==> src/rtl/rc_cascade_scan.sv <==
// Extends a 4-bit counter to 16 bits by counting its ripple-carry edges, and
// scans the four hex digits onto a common-anode 7-segment display.
module rc_cascade_scan #(
  parameter int unsigned SCAN_DIV = 50000
) (
  input  logic        clk,
  input  logic        rst,
  input  logic        Qa,
  input  logic        Qb,
  input  logic        Qc,
  input  logic        Qd,
  input  logic        Rc,
  output logic [15:0] total,
  output logic        ovf,
  output logic [3:0]  AN,
  output logic [7:0]  SEGMENT
);

  localparam int unsigned PW = (SCAN_DIV > 2) ? $clog2(SCAN_DIV) : 1;
  localparam logic [PW-1:0] PRE_MAX = PW'(SCAN_DIV - 1);

  logic [11:0]   hi_cnt_q, hi_cnt_d;
  logic          rc_q, rc_d;
  logic          ovf_q, ovf_d;
  logic [PW-1:0] pre_q, pre_d;
  logic [1:0]    scan_idx_q, scan_idx_d;
  logic [3:0]    an_q, an_d;
  logic [7:0]    seg_q, seg_d;
  logic [3:0]    digit_s;

  // Active-low segment pattern {dp,g,f,e,d,c,b,a}, dp kept off.
  function automatic logic [7:0] seg_decode(input logic [3:0] nib);
    logic [7:0] pat;
    case (nib)
      4'h0:    pat = 8'hC0;
      4'h1:    pat = 8'hF9;
      4'h2:    pat = 8'hA4;
      4'h3:    pat = 8'hB0;
      4'h4:    pat = 8'h99;
      4'h5:    pat = 8'h92;
      4'h6:    pat = 8'h82;
      4'h7:    pat = 8'hF8;
      4'h8:    pat = 8'h80;
      4'h9:    pat = 8'h90;
      4'hA:    pat = 8'h88;
      4'hB:    pat = 8'h83;
      4'hC:    pat = 8'hC6;
      4'hD:    pat = 8'hA1;
      4'hE:    pat = 8'h86;
      4'hF:    pat = 8'h8E;
      default: pat = 8'hFF;
    endcase
    return pat;
  endfunction

  assign total = {hi_cnt_q, Qd, Qc, Qb, Qa};

  // Carry-edge counting and wrap detection; ovf is sticky until reset.
  always_comb begin
    hi_cnt_d = hi_cnt_q;
    ovf_d    = ovf_q;
    rc_d     = Rc;
    if (Rc && !rc_q) begin
      hi_cnt_d = hi_cnt_q + 12'd1;
      if (hi_cnt_q == 12'hFFF) begin
        ovf_d = 1'b1;
      end else begin
        ovf_d = ovf_q;
      end
    end else begin
      hi_cnt_d = hi_cnt_q;
    end
  end

  // Prescaler and digit selection; scan advances on the prescaler's last count.
  always_comb begin
    pre_d      = pre_q;
    scan_idx_d = scan_idx_q;
    if (pre_q == PRE_MAX) begin
      pre_d      = '0;
      scan_idx_d = scan_idx_q + 2'd1;
    end else begin
      pre_d      = pre_q + {{(PW-1){1'b0}}, 1'b1};
      scan_idx_d = scan_idx_q;
    end
  end

  // Digit enable and segments both come from the current scan_idx so they stay paired.
  always_comb begin
    digit_s = 4'h0;
    case (scan_idx_q)
      2'd0:    digit_s = total[3:0];
      2'd1:    digit_s = total[7:4];
      2'd2:    digit_s = total[11:8];
      2'd3:    digit_s = total[15:12];
      default: digit_s = 4'h0;
    endcase
    an_d  = ~(4'b0001 << scan_idx_q);
    seg_d = seg_decode(digit_s);
  end

  // State registers with synchronous reset taking priority.
  always_ff @(posedge clk) begin
    if (rst) begin
      hi_cnt_q   <= 12'd0;
      rc_q       <= 1'b0;
      ovf_q      <= 1'b0;
      pre_q      <= '0;
      scan_idx_q <= 2'd0;
      an_q       <= 4'b1111;
      seg_q      <= 8'hFF;
    end else begin
      hi_cnt_q   <= hi_cnt_d;
      rc_q       <= rc_d;
      ovf_q      <= ovf_d;
      pre_q      <= pre_d;
      scan_idx_q <= scan_idx_d;
      an_q       <= an_d;
      seg_q      <= seg_d;
    end
  end

  assign ovf     = ovf_q;
  assign AN      = an_q;
  assign SEGMENT = seg_q;

endmodule

==> config.mk <==
export PLATFORM = sky130hd
export DESIGN_NAME = rc_cascade_scan
export DESIGN_NICKNAME = d
export VERILOG_FILES = /design/src/rtl/rc_cascade_scan.sv
export SDC_FILE = /design/constraint.sdc
export NUM_CORES = 1
export LEC_CHECK = 0
export ABC_AREA = 1
export CAP_MARGIN = 10
export CORE_MARGIN = 1.5
export CORE_UTILIZATION = 35
export CTS_CLUSTER_DIAMETER = 200
export DETAILED_ROUTE_END_ITERATION = 10
export HOLD_SLACK_MARGIN = 0.02
export RECOVER_POWER = 50
export SYNTH_ARGS = -nofsm -noshare
export SYNTH_HDL_FRONTEND = slang
export SYNTH_SLANG_ARGS = --single-unit
==> constraint.sdc <==
create_clock -name clk -period 2.3 [get_ports clk]
set_input_delay 0.23 -clock clk [delete_from_list [all_inputs] [get_ports clk]]
set_output_delay 0.23 -clock clk [all_outputs]
set_load 0.05 [all_outputs]
==> impl_metrics.csv, run 1 <==
group,metric,value,unit
pwr,p_comb_share,13.4,%
timing,rsz0062_at_grt,"false",
setup_path,timing.rr.start,"scan_idx_q[0]",
pwr,pwr-share-clk,33.0,%
run,cap_violations,0,
route,final_antenna_net_count,0,
layout,utilization,43.3,%
hold_path,min_path_cells,1,
run_status,status,"finished clean",
layout,final_common_cell,"nand2_1",
layout,stdcell_count,447,
global_routing,grt_pass1_wl,8.37,mm
global_routing,track_usage,14.5,%
timing,timing.final.max_slew_violations,0,
timing,worst_slack,221,ps
route,viasPerCell,4.68,
timing,period_needed,2080,ps
global_routing,overflow,0,
timing,tightest_slew,609,ps
setup_path,arrival,2270,ps
place,gp_congestion,0.873,
pwr,seqPwrFrac,53.6,%
setup_path,worstPathRequired,2500,ps
layout,layout.nets,389,
pwr,switching_share,27.9,%
layout,final_cell_mix,"nand2_1 (87), inv_1 (46), nor2_1 (46), dfxtp_1 (43), clkdlybuf4s50_1 (32)",
logic_synthesis,synth_seq_area_share,37.3,%
pwr,power_density,525,mW/mm^2
place,place_hpwl,3.69,mm
hold_path,hold_path_class,"reg -> reg",
logic_synthesis,synth_cells,334,
hold_path,hold_end,"pre_q[0]",
setup_path,r2r_cells,11,
floorplanning,dieArea,0.00708,mm^2
setup_path,cp_cell_sequence,"inv_1 > ha_1 > inv_1 > nand2_1 > o21ai_1 > inv_1 > ha_1 > nand3_1 > nand3_1 > nand2_1 > nand2_1",
floorplanning,fp.dieW,84.2,um
global_routing,grt_pass1_vias,1895,
clock_network,post_cts_resized,1,
timing,clock_skew,7.97,ps
logic_synthesis,avgSynthCellArea,6.90,um^2
setup_path,path_delay_family,"adder cells",
setup_path,reg2reg_slack,220,ps
clock_network,root_buffer,"clkbuf_8",
floorplanning,floorplan.initialDensity,36.3,%
timing,timing.setup.tns,0,ps
floorplanning,io_pins,36,
floorplanning,die_y,84.2,um
pwr,p_int,0.00104,W
pwr,ir_drop,0.000290,V
setup_path,slowest_stage,"dfxtp_1",
setup_path,path_class,"reg -> reg",
hold_path,min-delay-start,"pre_q[0]",
logic_synthesis,ys.warnings.count,0,
place,post-place-ws,16.2,ps
clock_network,clock-sinks,43,
place,dpl.cell_count,439,
pwr,finalPower,0.00144,W
clock_network,cts_hold_buf,0,
clock_network,path_clk_slew,90,ps
timing,finalHoldViolCount,0,
logic_synthesis,netlist_area,0.00231,mm^2
place,port_buffers,34,
logic_synthesis,yosysUniqueCellTypes,31,
pwr,power_leakage,1.12,nW
logic_synthesis,synth_seq_cells,43,
timing,fin_crit_sh,90.4,%
timing,clock.fmax,0.481,GHz
setup_path,start_kind,"register",
global_routing,grt_max_degree,17,
floorplanning,fp-row-count,29,
route,wire_per_inst,10.7,um
layout,drive_gt1_share,4.86,%
global_routing,antenna_found_initial,0,
route,drc,0,
setup_path,crit_buf_inv,3,
clock_network,cts_buffer_depth,2,
layout,syn_to_final_growth,19.2,%
route,first_pass_iters,4,
route,vias,2093,
route,wl,4.79,mm
setup_path,r2r_end,"SEGMENT[3]",
clock_network,insertion_delay,300,ps
floorplanning,core-area,0.00635,mm^2
setup_path,cp-end-kind,"register",
layout,regArea,861,um^2
clock_network,cts_tree,"built",
setup_path,crit_fanout,7,
clock_network,htreeDepth,2,
clock_network,cts_buffers,5,
clock_network,cts_setup_buffers,0,
route,drtIter0Drc,109,
layout,diodes,0,
logic_synthesis,syn-num-nets,354,
timing,setup_viol,0,
layout,multiInputGateArea,0.00117,mm^2
layout,nFillCells,673,
pwr,p_sw,0.000403,W
setup_path,cp_slowest_stage_delay,370,ps
timing,maxSlewHeadroom,59.1,%
[state kept, by name, summed over array words and instances (netlist names)]
register,flops
pre_q,16
hi_cnt_q,12
SEGMENT,7
AN,4
scan_idx_q,2
ovf,1
rc_q,1
[area by class of cell]
cell class	instances	area share [%]
Clock buffer	6	2.64
Tap cell	77	3.50
Multi-Input combinational cell	235	42.6
Inverter	48	6.55
Clock inverter	2	0.455
Sequential cell	43	31.3
Timing Repair Buffer	36	12.9
[worst max path at each step]
stage | from | endpoint | slack (ps) | cells past startpoint
2_1_floorplan | scan_idx_q[0] | SEGMENT[3] | 300 | 11
3_3_place_gp | scan_idx_q[0] | SEGMENT[3] | 110 | 11
3_5_place_dp | scan_idx_q[0] | SEGMENT[3] | 20 | 11
4_1_cts | scan_idx_q[0] | SEGMENT[3] | 200 | 11
5_1_grt | scan_idx_q[0] | SEGMENT[3] | 8 | 11
6_report | scan_idx_q[0] | SEGMENT[3] | 220 | 11
[power by group through the flow]
stage / clock network, W / logic [W] / registers (W)
2_1_floorplan: 0 / 0.0000927 / 0.000840
3_3_place_gp: 0 / 0.000196 / 0.000792
3_5_place_dp: 0 / 0.000196 / 0.000791
5_1_grt: 0.000530 / 0.000210 / 0.000776
6_report: 0.000476 / 0.000193 / 0.000773
4_1_cts: 0.000498 / 0.000197 / 0.000774
[Yosys cell counts]
cell	instances	share of area, %
clkinv_1	1	0.16
o21ai_0	9	2.0
inv_2	1	0.16
nand2_2	3	0.81
a21oi_1	12	2.6
nor3_2	1	0.43
dfxtp_1	43	37
nand3_2	1	0.43
o21bai_2	1	0.49
buf_4	5	1.6
o21ai_1	1	0.22
ha_1	13	7.1
inv_1	46	7.5
nand2_1	85	14
xor2_1	4	1.5
nand3_1	26	5.6
buf_2	2	0.43
nor3_1	12	2.6
nor3_4	1	0.71
buf_6	1	0.49
conb_1	1	0.16
nand2_4	1	0.49
nor2_4	1	0.49
or2_2	1	0.27
o22ai_1	1	0.27
a21oi_2	2	0.76
o21bai_1	1	0.33
nor2_1	42	6.8
nand4_1	11	3.0
nor2_2	4	1.1
nand3b_1	1	0.33
[layer usage]
metal / GRT usage, % / wire (um) / share of wire (%)
met2: 23.3 / 2210 / 46
met1: 18.6 / 2270 / 48
met3: 3.93 / 236 / 4.9
met4: 5.51 / 70 / 1.5
met5: 0 / 0 / 0
[cells by family (layout without fill, tap and decap cells)]
logic type	Yosys count	count (layout)	share of synthesized area [%]
fa+ha+maj	13	13	7.05
buf+inv	56	92	10.4
compound gates	27	27	6.62
other cells	1	1	0.163
simple gates	190	190	37.0
flops	43	43	37.3
xor+xnor	4	4	1.52
[per-stage QoR]
stage	hold WS (ps)	instance area [um^2]
floorplan	364	2310
global placement	431	2700
detailed placement	440	2700
CTS	452	2780
global route	460	2750
finish	449	2750
No activity file was read; power rests on OpenSTA's default activity.
==> run 2: changes to the inputs <==
Settings changed: RECOVER_POWER 50 to 100.
==> run 2 against run 1 <==
Net effect:
- count of clock-buffer cells in the layout is the same
- global-route usage is the same
- clock power is essentially flat
- first-iteration DRC count shrank 5.5%
- power shrank 0.50%
- sequential power is essentially flat
- cell area is the same
- fmax is essentially flat
- sequential share of layout area is the same
- non-clock buffer count is the same
- hold slack is the same
- critical path depth is the same
- critical endpoint unchanged
- largest cell class unchanged
- largest power group unchanged
==> impl_metrics.csv, run 2 (same netlist as run 1, synthesis figures left out) <==
group,metric,value,unit
clock_network,insertion_delay,300,ps
layout,syn_to_final_growth,19.2,%
pwr,switching_share,28.0,%
global_routing,overflow,0,
pwr,ir_drop,0.000290,V
timing,fin_crit_sh,90.4,%
layout,final_common_cell,"nand2_1",
setup_path,timing.rr.start,"scan_idx_q[0]",
place,place_hpwl,3.69,mm
setup_path,path_class,"reg -> reg",
route,wirelength_met1,2.29,mm
setup_path,cp_slowest_stage_delay,370,ps
setup_path,worstPathRequired,2500,ps
route,top_layer,"met4",
setup_path,path_delay_family,"adder cells",
floorplanning,fp-row-count,29,
floorplanning,dieArea,0.00708,mm^2
layout,largest_reg_flops,16,
global_routing,grt_pass1_wl,8.37,mm
layout,multiInputGateArea,0.00117,mm^2
hold_path,min-delay-start,"pre_q[0]",
timing,finalHoldViolCount,0,
route,drc,0,
layout,drive_gt1_share,4.86,%
clock_network,path_clk_slew,90,ps
clock_network,cts_buffers,5,
layout,stdcell_count,447,
route,wl_met2,2.21,mm
floorplanning,core-area,0.00635,mm^2
timing,period_needed,2080,ps
route,first_pass_iters,4,
clock_network,cts_tree,"built",
setup_path,r2r_cells,11,
place,port_buffers,34,
layout,utilization,43.3,%
setup_path,reg2reg_slack,220,ps
setup_path,cp_cell_sequence,"inv_1 > ha_1 > inv_1 > nand2_1 > o21ai_1 > inv_1 > ha_1 > nand3_1 > nand3_1 > nand2_1 > nand2_1",
pwr,pwr-share-clk,33.2,%
clock_network,htreeDepth,2,
timing,timing.setup.tns,0,ps
global_routing,grt_pass1_vias,1895,
timing,clock.fmax,0.481,GHz
clock_network,root_buffer,"clkbuf_8",
place,gp_congestion,0.873,
route,viasPerCell,4.68,
route,wl_met3,208,um
layout,layout.nets,389,
hold_path,hold_path_class,"reg -> reg",
route,vias,2092,
place,dpl.cell_count,439,
pwr,p_comb_share,13.0,%
route,drtIter0Drc,103,
layout,regMostFlops,"pre_q",
setup_path,cp-end-kind,"register",
route,final_antenna_net_count,0,
pwr,seqPwrFrac,53.8,%
setup_path,crit_buf_inv,3,
timing,timing.final.max_slew_violations,0,
timing,tightest_slew,609,ps
floorplanning,io_pins,36,
route,wl,4.79,mm
setup_path,r2r_end,"SEGMENT[3]",
setup_path,start_kind,"register",
layout,nFillCells,673,
clock_network,clock-sinks,43,
timing,maxSlewHeadroom,59.1,%
setup_path,arrival,2270,ps
floorplanning,die_y,84.2,um
timing,setup_viol,0,
global_routing,antenna_found_initial,0,
clock_network,cts_setup_buffers,0,
global_routing,track_usage,14.5,%
route,wire_per_inst,10.7,um
pwr,p_sw,0.000402,W
pwr,power_leakage,1.15,nW
setup_path,crit_fanout,7,
run_status,status,"finished clean",
hold_path,hold_end,"pre_q[0]",
setup_path,slowest_stage,"dfxtp_1",
floorplanning,floorplan.initialDensity,36.3,%
global_routing,grt_max_degree,17,
clock_network,cts_buffer_depth,2,
timing,rsz0062_at_grt,"false",
timing,hold_ws,449,ps
hold_path,min_path_cells,1,
timing,clock_skew,7.96,ps
floorplanning,fp.dieW,84.2,um
run,cap_violations,0,
layout,final_cell_mix,"nand2_1 (87), inv_1 (46), nor2_1 (46), dfxtp_1 (43), dlygate4sd3_1 (29)",
layout,regArea,861,um^2
pwr,p_int,0.00103,W
pwr,power_density,522,mW/mm^2
layout,diodes,0,
==> run 2: final cells by class <==
type / instances / area share [%]
Multi-Input combinational cell: 235 / 42.6
Sequential cell: 43 / 31.3
Timing Repair Buffer: 36 / 12.9
Inverter: 48 / 6.55
Tap cell: 77 / 3.50
Clock buffer: 6 / 2.64
Clock inverter: 2 / 0.455
==> run 2: per-stage QoR <==
| stage | total power, W | instance area (um^2) | setup slack [ps] |
|---|---|---|---|
| 2_1_floorplan | 0.000932 | 2310 | 305 |
| 3_3_place_gp | 0.000988 | 2700 | 111 |
| 3_5_place_dp | 0.000988 | 2700 | 16.2 |
| 4_1_cts | 0.00147 | 2780 | 202 |
| 5_1_grt | 0.00151 | 2750 | 8.13 |
| 6_report | 0.00144 | 2750 | 221 |
==> run 2: what timing repair did <==
| item | CTS | global route |
|---|---|---|
| resized for setup | 1 | 0 |
| hold buffers | 0 | 0 |
| endpoints found under the setup margin | 1 | 0 |
==> run 2: worst max path at each step <==
stage                             start    endpoint  depth (start not counted)
after floorplan           scan_idx_q[0]  SEGMENT[3]                         11
after global placement    scan_idx_q[0]  SEGMENT[3]                         11
after detailed placement  scan_idx_q[0]  SEGMENT[3]                         11
after CTS                 scan_idx_q[0]  SEGMENT[3]                         11
after global routing      scan_idx_q[0]  SEGMENT[3]                         11
final                     scan_idx_q[0]  SEGMENT[3]                         11
==> run 2: worst register-to-register path: cells and delay by family, from the launching register on <==
| family | cells | cell delay [ps] |
|---|---|---|
| flops | 1 | 370 |
| fa+ha+maj | 2 | 440 |
| simple gates | 5 | 410 |
| compound gates | 1 | 360 |
| buf+inv | 3 | 410 |
==> run 2: per-layer routing <==
layer	vias up	track usage, %
met5	-	0
met3	6	3.93
met2	36	23.3
met4	0	5.51
met1	925	18.6
li1	1125	-
==> run 2: power by group through the flow <==
stage	Combinational [W]	Clock [W]	Sequential [W]
after floorplan	0.0000927	0	0.000840
after global placement	0.000196	0	0.000792
after detailed placement	0.000196	0	0.000791
after CTS	0.000197	0.000498	0.000774
after global routing	0.000203	0.000530	0.000776
final	0.000187	0.000476	0.000773
